**config.mk**
```make
export PLATFORM = sky130hd
export DESIGN_NAME = mac_dot_product
export DESIGN_NICKNAME = d
export VERILOG_FILES = /design/src/rtl/mac_pkg.sv /design/src/rtl/mac_mult_stage.sv /design/src/rtl/mac_dot_product.sv
export SDC_FILE = /design/constraint.sdc
export NUM_CORES = 1
export LEC_CHECK = 0
export ABC_AREA = 1
export BUFFER_PORTS_ARGS = -buffer_cell sky130_fd_sc_hd__buf_2
export CAP_MARGIN = 25
export CORE_MARGIN = 1.5
export CORE_UTILIZATION = 55
export CTS_CLUSTER_DIAMETER = 80
export DETAILED_ROUTE_END_ITERATION = 10
export PLACE_DENSITY_LB_ADDON = 0.1
export REMOVE_ABC_BUFFERS = 1
export SYNTH_ARGS = -nofsm -noshare
export SYNTH_HDL_FRONTEND = slang
export SYNTH_HIERARCHICAL = 1
export SYNTH_SLANG_ARGS = --single-unit
```
**constraint.sdc**
```tcl
create_clock -name clk -period 3.6 [get_ports clk]
set_input_delay 0.54 -clock clk [delete_from_list [all_inputs] [get_ports clk]]
set_output_delay 0.54 -clock clk [all_outputs]
set_load 0.05 [all_outputs]
```
**src/rtl/mac_pkg.sv**
```systemverilog
// Shared types and constant helpers for the mac_dot_product engine.
// Saturating accumulation is selected by defining MAC_SATURATE_EN.
package mac_pkg;

    typedef enum logic {
        IDLE = 1'b0,
        RUN  = 1'b1
    } mac_state_e;

    function automatic int acc_width(input int data_w, input int guard_w);
        return 2 * data_w + guard_w;
    endfunction

    // Clamp limits are returned 64 bits wide; callers keep the low acc_w bits.
    function automatic logic [63:0] sat_max(input int acc_w, input bit is_signed);
        logic [63:0] one;
        one = 64'd1;
        if (is_signed) begin
            return (one << (acc_w - 1)) - 64'd1;
        end else begin
            return (one << acc_w) - 64'd1;
        end
    endfunction

    function automatic logic [63:0] sat_min(input int acc_w, input bit is_signed);
        logic [63:0] one;
        one = 64'd1;
        if (is_signed) begin
            return ~((one << (acc_w - 1)) - 64'd1);
        end else begin
            return 64'd0;
        end
    endfunction

endpackage

```
**src/rtl/mac_mult_stage.sv**
```systemverilog
// Stage-1 multiplier register of mac_dot_product: registers i_a*i_b with
// its valid/last tags and holds everything while i_hold is high.
module mac_mult_stage
    import mac_pkg::*;
#(
    parameter int DATA_W = 4,
    parameter int SIGNED = 0
) (
    input  logic                  clk,
    input  logic                  rst,
    input  logic                  i_hold,
    input  logic                  i_valid,
    input  logic                  i_last,
    input  logic [DATA_W-1:0]     i_a,
    input  logic [DATA_W-1:0]     i_b,
    output logic [2*DATA_W-1:0]   o_p,
    output logic                  o_valid,
    output logic                  o_last
);

    localparam int PW = 2 * DATA_W;

    logic [PW-1:0] w_a;
    logic [PW-1:0] w_b;
    logic [PW-1:0] w_prod;
    logic          w_a_ext;
    logic          w_b_ext;

    logic [PW-1:0] r_p;
    logic          r_valid;
    logic          r_last;

    // Extending both operands to the product width makes the truncated
    // unsigned product equal to the two's-complement product.
    assign w_a_ext = (SIGNED != 0) ? i_a[DATA_W-1] : 1'b0;
    assign w_b_ext = (SIGNED != 0) ? i_b[DATA_W-1] : 1'b0;
    assign w_a     = {{DATA_W{w_a_ext}}, i_a};
    assign w_b     = {{DATA_W{w_b_ext}}, i_b};
    assign w_prod  = w_a * w_b;

    always_ff @(posedge clk or posedge rst) begin
        if (rst) begin
            r_p     <= '0;
            r_valid <= 1'b0;
            r_last  <= 1'b0;
        end else if (!i_hold) begin
            r_p     <= w_prod;
            r_valid <= i_valid;
            r_last  <= i_valid & i_last;
        end
    end

    assign o_p     = r_p;
    assign o_valid = r_valid;
    assign o_last  = r_last;

endmodule

```
**src/rtl/mac_dot_product.sv**
```systemverilog
// Pipelined multiply-accumulate dot-product engine with valid/ready on both sides.
// Define MAC_SATURATE_EN for clamping accumulation with a sticky sat flag.
module mac_dot_product
    import mac_pkg::*;
#(
    parameter int  DATA_W  = 4,
    parameter int  GUARD_W = 4,
    parameter int  CNT_W   = 4,
    parameter int  SIGNED  = 0,
    localparam int ACC_W   = acc_width(DATA_W, GUARD_W)
) (
    input  logic              clk,
    input  logic              rst,
    input  logic              in_valid,
    output logic              in_ready,
    input  logic [DATA_W-1:0] i,
    input  logic [DATA_W-1:0] j,
    input  logic [CNT_W-1:0]  len,
    output logic              out_valid,
    input  logic              out_ready,
    output logic [ACC_W-1:0]  f,
    output logic              sat
);

    localparam int PW = 2 * DATA_W;

    logic             w_stall;
    logic             w_in_xfer;
    logic             w_last;
    logic [CNT_W-1:0] w_cnt_next;

    mac_state_e       r_state;
    logic [CNT_W-1:0] r_len_q;
    logic [CNT_W-1:0] r_cnt;

    logic [PW-1:0]    w_p;
    logic             w_p_valid;
    logic             w_p_last;
    logic             w_p_sign;
    logic [ACC_W-1:0] w_p_ext;
    logic [ACC_W-1:0] w_acc_next;

    logic [ACC_W-1:0] r_acc;
    logic [ACC_W-1:0] r_f;
    logic             r_out_valid;

    assign w_stall    = r_out_valid & ~out_ready;
    assign in_ready   = ~w_stall;
    assign w_in_xfer  = in_valid & ~w_stall;
    assign w_cnt_next = r_cnt + CNT_W'(1);

    // Flags the element being offered as the last one of its vector.
    always_comb begin
        w_last = 1'b0;
        case (r_state)
            IDLE:    w_last = (len == '0);
            RUN:     w_last = (w_cnt_next == r_len_q);
            default: w_last = 1'b0;
        endcase
    end

    // Element-counting FSM; len is only looked at on a vector's first element.
    always_ff @(posedge clk or posedge rst) begin
        if (rst) begin
            r_state <= IDLE;
            r_len_q <= '0;
            r_cnt   <= '0;
        end else if (w_in_xfer) begin
            case (r_state)
                IDLE: begin
                    r_len_q <= len;
                    r_cnt   <= '0;
                    r_state <= (len == '0) ? IDLE : RUN;
                end
                RUN: begin
                    r_cnt <= w_cnt_next;
                    if (w_last) begin
                        r_state <= IDLE;
                    end
                end
                default: r_state <= IDLE;
            endcase
        end
    end

    mac_mult_stage #(
        .DATA_W (DATA_W),
        .SIGNED (SIGNED)
    ) u_mult (
        .clk     (clk),
        .rst     (rst),
        .i_hold  (w_stall),
        .i_valid (w_in_xfer),
        .i_last  (w_last),
        .i_a     (i),
        .i_b     (j),
        .o_p     (w_p),
        .o_valid (w_p_valid),
        .o_last  (w_p_last)
    );

    assign w_p_sign = (SIGNED != 0) ? w_p[PW-1] : 1'b0;

    // Product widened to the accumulator (works for GUARD_W of zero too).
    always_comb begin
        w_p_ext         = {ACC_W{w_p_sign}};
        w_p_ext[PW-1:0] = w_p;
    end

`ifdef MAC_SATURATE_EN
    localparam logic [63:0]      SAT_MAX_FULL = sat_max(ACC_W, SIGNED != 0);
    localparam logic [63:0]      SAT_MIN_FULL = sat_min(ACC_W, SIGNED != 0);
    localparam logic [ACC_W-1:0] SAT_MAX      = SAT_MAX_FULL[ACC_W-1:0];
    localparam logic [ACC_W-1:0] SAT_MIN      = SAT_MIN_FULL[ACC_W-1:0];

    logic [ACC_W:0] w_sum;
    logic           w_acc_sign;
    logic           w_clamp;
    logic           r_sat_flag;
    logic           r_sat;

    assign w_acc_sign = (SIGNED != 0) ? r_acc[ACC_W-1] : 1'b0;

    // One guard bit above ACC_W exposes overflow of this accumulate step.
    always_comb begin
        w_sum      = {w_acc_sign, r_acc} + {w_p_sign, w_p_ext};
        w_acc_next = w_sum[ACC_W-1:0];
        w_clamp    = 1'b0;
        if (SIGNED != 0) begin
            if (w_sum[ACC_W] != w_sum[ACC_W-1]) begin
                w_clamp    = 1'b1;
                w_acc_next = w_sum[ACC_W] ? SAT_MIN : SAT_MAX;
            end else begin
                w_clamp    = 1'b0;
                w_acc_next = w_sum[ACC_W-1:0];
            end
        end else begin
            if (w_sum[ACC_W]) begin
                w_clamp    = 1'b1;
                w_acc_next = SAT_MAX;
            end else begin
                w_clamp    = 1'b0;
                w_acc_next = w_sum[ACC_W-1:0];
            end
        end
    end

    // Sticky per-vector clamp flag, published alongside f.
    always_ff @(posedge clk or posedge rst) begin
        if (rst) begin
            r_sat_flag <= 1'b0;
            r_sat      <= 1'b0;
        end else if (!w_stall && w_p_valid) begin
            if (w_p_last) begin
                r_sat      <= r_sat_flag | w_clamp;
                r_sat_flag <= 1'b0;
            end else begin
                r_sat_flag <= r_sat_flag | w_clamp;
            end
        end
    end

    assign sat = r_sat;
`else
    // Plain modulo-2**ACC_W accumulation.
    always_comb begin
        w_acc_next = r_acc + w_p_ext;
    end

    assign sat = 1'b0;
`endif

    // Accumulator and result register; the last product goes straight to f
    // so the next vector can start accumulating onto zero without a bubble.
    always_ff @(posedge clk or posedge rst) begin
        if (rst) begin
            r_acc       <= '0;
            r_f         <= '0;
            r_out_valid <= 1'b0;
        end else if (!w_stall) begin
            r_out_valid <= w_p_valid & w_p_last;
            if (w_p_valid) begin
                if (w_p_last) begin
                    r_f   <= w_acc_next;
                    r_acc <= '0;
                end else begin
                    r_acc <= w_acc_next;
                end
            end
        end
    end

    assign f         = r_f;
    assign out_valid = r_out_valid;

endmodule

```
== Yosys cells after proc, flatten, opt, wreduce, memory -nomap -nowiden ==
Cells that the tools add are included.

* Flip-flop bits (word level): 44
* Input bits: 16
* Output and inout port bits: 15
* Word-level logic and storage cells: 30

* Add/subtract/negate cells: 2
* Multiply operators: 1
* Equality and inequality tests: 1
* Muxes and demuxes: 6
* Bitwise operators: 7
* Reductions and logical operators: 4

{| class="wikitable"
|+ Operators with widths
! kind !! count
|-
| 12-bit by 8-bit adder with 12-bit output || 1
|-
| 12-bit two-way mux || 1
|-
| 4-bit by 4-bit multiplier with 8-bit output || 1
|-
| 4-bit one-hot mux with 2 select lines || 1
|-
| 4-bit by 1-bit adder with 4-bit output, second input constant || 1
|-
| 1-bit bitwise AND || 4
|-
| 4-bit equality test || 1
|-
| 4-bit logical NOT || 1
|-
| 1-bit one-hot mux with 2 select lines || 2
|-
| 2-bit AND reduction || 2
|-
| 1-bit NOT || 3
|-
| 3-bit AND reduction || 1
|-
| 1-bit two-way mux || 2
|}

== Longest topological paths before layout ==
Gate-level depths: netlist (run 1).

* Depth in word-level cells: 5
* Depth in mapped cells: 12

== Hierarchy ==
Netlist (run 1), hierarchy kept.

{| class="wikitable"
|+ By module, submodules not included
! module !! times used !! cells an instance !! area each (µm²) !! seq. area each (µm²)
|-
| mac_dot_product || 1 || 256 || 2044.5 || 850.8
|-
| mac_mult_stage || 1 || 114 || 834.6 || 250.2
|}

== Least setup slack after synthesis (run 1) ==
Ideal clock, no wire load.

* Path kind: input -> register
* Start: input i[0]
* End: register u_mult.r_p[6], in the netlist u_mult/o_p[6]
* Setup time: 0.119 ns
* Data arrival time: 2.522 ns
* Required time: 3.481 ns
* Slack: 0.959 ns
* Stages on the path: 11
* Buffers on the path: 0
* Path through: nand2_1 fa_1 inv_1 fa_1 fa_1 nand2_1 a21oi_2 nor2_1 nand2_1 nand3_1 nand2_1

* Longest elaborated chain between the ends: 1

{| class="wikitable"
|+ Ends and longest elaborated chain
! element !! line !! text
|-
| start: declaration || mac_dot_product.sv:16 || <nowiki>input logic [DATA_W-1:0] i,</nowiki>
|-
| 4-bit by 4-bit multiplier with 8-bit output || mac_mult_stage.sv:39 || <nowiki>assign w_prod = w_a * w_b;</nowiki>
|-
| end signal: assignment || mac_mult_stage.sv:47 || <nowiki>r_p <= w_prod;</nowiki>
|-
| end: declaration || mac_mult_stage.sv:29 || <nowiki>logic [PW-1:0] r_p;</nowiki>
|}

Every way passes these cells.
A chain may end at the register's enable or synchronous reset.

== Worst setup path in the final report (run 1) ==
Ends and elaborated chain as after synthesis.

==> results of run 1 <==
-- cell usage in the layout (no fill, tap or decap), types with 2 or more instances in the layout --
cell type	instances
a21oi_1	5
nand4_1	4
nand2_2	3
buf_2	29
dfrtp_1	44
nand3_1	22
xor2_1	7
mux2_4	2
nor2_8	2
inv_4	2
xnor2_1	4
a22o_1	2
nor2_1	15
fa_1	5
inv_1	51
o21ai_0	12
nand2_1	145
ha_1	21
clkbuf_8	6
nand2_4	2
inv_2	2
nand3b_1	3
-- final timing paths --
path / start / end / slack, ns
max in group asynchronous: rst / r_cnt[3] / 2.95
hold / removal: rst / u_mult/o_p[3] / 0.20
setup reg to reg: r_acc[0] / f[10] / 1.70
setup / recovery: i[0] / u_mult/o_p[6] / 1.02
hold reg to reg: f[2] / f[2] / 0.48
min in group clk: f[2] / f[2] / 0.48
-- routing by layer --
metal | routed length (um) | vias to the layer above | track usage (%)
li1 | - | 1213 | -
met1 | 2480 | 1046 | 25.8
met2 | 2590 | 30 | 36.9
met3 | 128 | 6 | 4.10
met4 | 70 | 0 | 7.14
met5 | 0 | - | 0
-- through the flow --
stage / cells / total power, mW
5_1_grt: 474 / 2.37
3_3_place_gp: 466 / 1.77
3_5_place_dp: 466 / 1.79
2_1_floorplan: 366 / 1.57
6_report: 474 / 2.18
4_1_cts: 474 / 2.20
-- state kept, by name, summed over array words and instances, names as in the netlist --
register / flops
f: 12
r_cnt: 4
r_acc: 12
u_mult/o_p: 8
out_valid: 1
r_len_q: 4
u_mult/o_last: 1
u_mult/o_valid: 1
r_state: 1
-- cell families (layout without fill, tap and decap cells) --
| kind of cell | after synthesis | after routing |
|---|---|---|
| simple gates | 201 | 201 |
| buf+inv | 61 | 95 |
| flops | 44 | 44 |
| fa+ha+maj | 26 | 26 |
| compound gates | 24 | 24 |
| xor+xnor | 11 | 11 |
| mux | 2 | 2 |
| other cells | 1 | 1 |
-- worst max-delay path: cells and delay by family --
kind | cells | cell delay (ns)
buffers and inverters | 2 | 0.18
AND/OR/NAND/NOR | 6 | 0.46
AO/OA/AOI/OAI | 1 | 0.06
adder cells (fa/ha/maj) | 3 | 1.52
-- power by group through the flow --
stage / registers [mW] / clock network, mW / logic (mW)
final: 0.757 / 0.406 / 1.02
after global routing: 0.780 / 0.431 / 1.15
after CTS: 0.758 / 0.411 / 1.03
after detailed placement: 0.767 / 0 / 1.02
after global placement: 0.762 / 0 / 1.01
after floorplan: 0.913 / 0 / 0.655
-- layout make-up --
cell class	instances	area, sq um
repair buffers	30	153
clock buffers	6	82.6
fillers	460	1860
inverters	57	224
multi-input cells	265	1530
clock inverters	2	38.8
flip-flops and latches	44	1100
well taps	70	87.6
==> results_dict.tcl, run 1 <==
set metrics [dict create \
    status "completed" \
    wl_per_cell_um 11.1 \
    ctsHoldBuffers 0 \
    postSynthCellCount 370 \
    rows 26 \
    p_sw_uw 956 \
    finClkSkew_ns 0.0192 \
    final-max-slew-violation-count 0 \
    yosys.area.top_type "dfrtp_1" \
    antenna_found_initial 0 \
    initial_core_util_pct 56.7 \
    grt_remaining_overflow 0 \
    dieArea_sq_um 5680 \
    hold_ws_ns 0.199 \
    hp-class "input pin to asynchronous set/reset pin" \
    yosys-top-cells-area "dfrtp_1 (38%), nand2_1 (19%), ha_1 (9.1%), inv_1 (6.6%), nand3_1 (3.8%)" \
    cts_root_buf "clkbuf_8" \
    sequentialPowerShare_pct 34.7 \
    ioPinCount 31 \
    dr.first_iter.drc_count 126 \
    syn_area_per_cell_sq_um 7.78 \
    clock-sinks 44 \
    peakVddDrop_mv 0.291 \
    antenna_cells 0 \
    synth.area.mux_share_pct 1.04 \
    synth-edff-count 0 \
    die_x_um 75.4 \
    crit_arrival_ns 2.77 \
    synth_xor_area_share_pct 3.35 \
    cts_setup_buffers 0 \
    fin_area_sq_um 3210 \
    rsz0062_at_grt "no" \
    swShare_pct 43.8 \
    place_area_sq_um 3090 \
    post-route-period-util_pct 71.8 \
    fin_tns_setup_ns 0 \
    detailed_place_hpwl_um 4110 \
    ctsResizeCount 0 \
    reg2reg_depth 10 \
    die_h_um 75.4 \
    finalWorstSetupSlack_ns 1.02 \
    ys_ff_latch 44 \
    ys.flop_type "dfrtp_1" \
    area_growth_pct 11.6 \
    cp_common_cell "nand2_1" \
    clkPwrFrac_pct 18.6 \
    fin_crit_ns 2.58 \
    max_freq_mhz 387 \
    final_hold_viol_count 0 \
    slowest_stage "fa_1" \
    track_usage_pct 21.0 \
    postRouteAntennaNets 0 \
    yosys.area_share.adder_pct 12.6 \
    synth_compound_area_share_pct 4.82 \
    clockBufferDepth 2 \
    ys_types 36 \
    drive_above_1_share_pct 14.4 \
    ys_warn_count 6 \
    drc 0 \
    synth_commonest_cells "nand2_1 (145), inv_1 (51), dfrtp_1 (44)" \
    end_kind "register" \
    grt_pass1_vias 2209 \
    cts_tree "done" \
    htreeDepth 2 \
    core_area_sq_um 5070 \
    gp_congestion 0.841 \
    crit_fanout 4 \
    num_vias 2295 \
    yosysTopAreaCellShare_pct 38.2 \
    ys_async_sr_fraction_pct 100 \
    p_per_area_nw_per_um2 680 \
    io_buffer_count 29 \
    synth.most_common_cell "nand2_1" \
    criticalPathCategory "input pin to register" \
    startpoint_type "input pin" \
    wl_um 5270 \
    yosysSeqAreaShare_pct 38.2 \
    p_leak_nw 1.89 \
    synth_top_family_by_area "simple AND/OR/NAND/NOR gates" \
    cts_made_buffers 5 \
    slowest_delay_ns 0.54 \
    grt_max_degree 35 \
    syn-cell-area_sq_um 2880 \
    utilization_pct 63.3 \
    synth-simple-area-share_pct 31.0 \
    combPwrFrac_pct 46.7 \
    setup_viol 0 \
    dr.pass1.iters 4 \
    maxCapViolCount 0 \
    nNetsFinal 445 \
    intPower_mw 1.23 \
    clk_latency_ns 0.31 \
    grt_pass1_wl_um 9070 \
    clkTransAtPathRegs_ns 0.09 \
    pre_cts_slack_ns 0.709 \
    cp_cell_sequence "buf_2 > nand2_1 > fa_1 > inv_1 > fa_1 > fa_1 > nand2_1 > a21oi_2 > nor2_1 > nand2_1 > nand3_1 > nand2_1" \
    required_ns 3.78 \
    via_per_inst 4.84 \
]
(Power assumes the default switching activity.)
==> run 2: changes to the inputs <==
==> constraint.sdc (replaced) <==
create_clock -name clk -period 2.7 [get_ports clk]
set_input_delay 0.405 -clock clk [delete_from_list [all_inputs] [get_ports clk]]
set_output_delay 0.405 -clock clk [all_outputs]
set_load 0.05 [all_outputs]
==> run 2 against run 1 <==
- critical path depth is the same
- sequential power up 33%
- count of clock-buffer cells in the layout down 1
- global-route usage grew 0.80 points
- register-to-register slack worse by 0.91 ns
- cell count is 0.21% higher
==> results_dict.tcl, run 2 (synthesis results as in run 1) <==
set metrics [dict create \
    grt_max_degree 21 \
    end_kind "register" \
    final_hold_viol_count 0 \
    finClkSkew_ns 0.00733 \
    initial_core_util_pct 56.7 \
    required_ns 2.89 \
    utilization_pct 62.8 \
    post-route-period-util_pct 90.8 \
    final_common_cell "nand2_1" \
    rsz0062_at_grt "no" \
    dp_cells 468 \
    postRouteAntennaNets 0 \
    track_usage_pct 21.8 \
    grt_pass1_wl_um 9410 \
    drive_above_1_share_pct 14.6 \
    die_h_um 75.4 \
    fin_crit_ns 2.45 \
    cts_setup_buffers 0 \
    ctsResizeCount 0 \
    die_x_um 75.4 \
    p_leak_nw 1.88 \
    htreeDepth 2 \
    detailed_place_hpwl_um 4370 \
    criticalPathCategory "input pin to register" \
    via_per_inst 4.88 \
    final_cells 475 \
    hp-class "input pin to asynchronous set/reset pin" \
    crit_fanout 4 \
    final_cell_mix "nand2_1 (145), inv_1 (51), dfrtp_1 (44)" \
    io_buffer_count 29 \
    clockBufferDepth 2 \
    wl_um 5380 \
    peakVddDrop_mv 0.410 \
    grt_remaining_overflow 0 \
    cts_tree "done" \
    wl_per_cell_um 11.3 \
    nNetsFinal 447 \
    core_area_sq_um 5070 \
    maxCapViolCount 0 \
    p_per_area_nw_per_um2 873 \
    final-max-slew-violation-count 0 \
    grt_pass1_vias 2175 \
    cts_root_buf "clkbuf_8" \
    crit_arrival_ns 2.64 \
    rows 26 \
    drc 0 \
    num_vias 2319 \
    clkTransAtPathRegs_ns 0.08 \
    worst_pin_slew_ns 0.778 \
    max_freq_mhz 408 \
    ctsHoldBuffers 0 \
    antenna_cells 0 \
    cts_made_buffers 5 \
    gp_congestion 0.844 \
    setup_viol 0 \
    ioPinCount 31 \
    clock-sinks 44 \
    status "completed" \
    dieArea_sq_um 5680 \
    slew_headroom_pct 48.1 \
    area_growth_pct 10.7 \
    clk_latency_ns 0.30 \
    antenna_found_initial 0 \
    dr.pass1.iters 4 \
    dr.first_iter.drc_count 105 \
    startpoint_type "input pin" \
]
run 2: cell count changes in the layout (fill, tap and decap cells not counted):
| cell | change |
|---|---|
| buf_4 | +2 |
| bufinv_16 | -1 |
| clkbuf_8 | -1 |
| clkinv_2 | +1 |
| clkinv_4 | -1 |
| clkinvlp_4 | +1 |
run 2: worst max-delay path, cell delays in order:
cell	delay, ns
buf_2	0.11
nand2_1	0.08
fa_1	0.54
inv_1	0.06
fa_1	0.54
fa_1	0.46
nand2_1	0.12
a21oi_2	0.06
nor2_1	0.08
nand2_1	0.05
nand3_1	0.08
nand2_1	0.06
run 2: final cells by class:
type | count | area [sq um]
fill | 486 | 1890
clock inverter | 2 | 12.5
tap | 70 | 87.6
timing repair buffer | 32 | 168
multi-input combinational | 265 | 1530
clock buffer | 5 | 68.8
inverter | 57 | 224
sequential | 44 | 1100
run 2: path summary, 6_finish.rpt:
| path | startpoint | end | cells past startpoint | slack (ns) |
|---|---|---|---|---|
| hold reg to reg | f[2] | f[2] | 2 | 0.48 |
| hold / removal | rst | u_mult/o_p[0] | 2 | 0.08 |
| setup reg to reg | u_mult/o_p[0] | f[10] | 10 | 0.79 |
| max in group asynchronous | rst | r_cnt[1] | 3 | 1.82 |
| setup / recovery | j[3] | u_mult/o_p[6] | 12 | 0.25 |
| min in group clk | len[0] | r_len_q[0] | 2 | 0.35 |
run 2: report_power, final:
group          internal [mW]  total, mW  switching, mW
sequential             0.864       1.01          0.146
combinational          0.472       1.38          0.906
clock                  0.175      0.396          0.221
run 2: layer usage:
| metal | up-vias | track usage [%] | share of wire (%) |
|---|---|---|---|
| li1 | 1219 | - | - |
| met1 | 1068 | 28.0 | 46 |
| met2 | 25 | 37.9 | 51 |
| met3 | 7 | 3.57 | 2.0 |
| met4 | 0 | 6.55 | 1.2 |
| met5 | - | 0 | 0 |
run 2: metrics by stage:
stage | power [mW] | TNS, ns | cell area [sq um] | setup WS (ns) | hold slack (ns)
5_1_grt | 3.04 | 0 | 3190 | 0.0597 | 0.108
6_report | 2.78 | 0 | 3190 | 0.249 | 0.0753
4_1_cts | 2.81 | 0 | 3190 | 0.245 | 0.0808
3_3_place_gp | 2.37 | 0 | 3110 | 0.0194 | 0.403
2_1_floorplan | 2.09 | 0 | 2850 | 0.193 | 0.245
3_5_place_dp | 2.40 | -0.0698 | 3110 | -0.0698 | 0.407
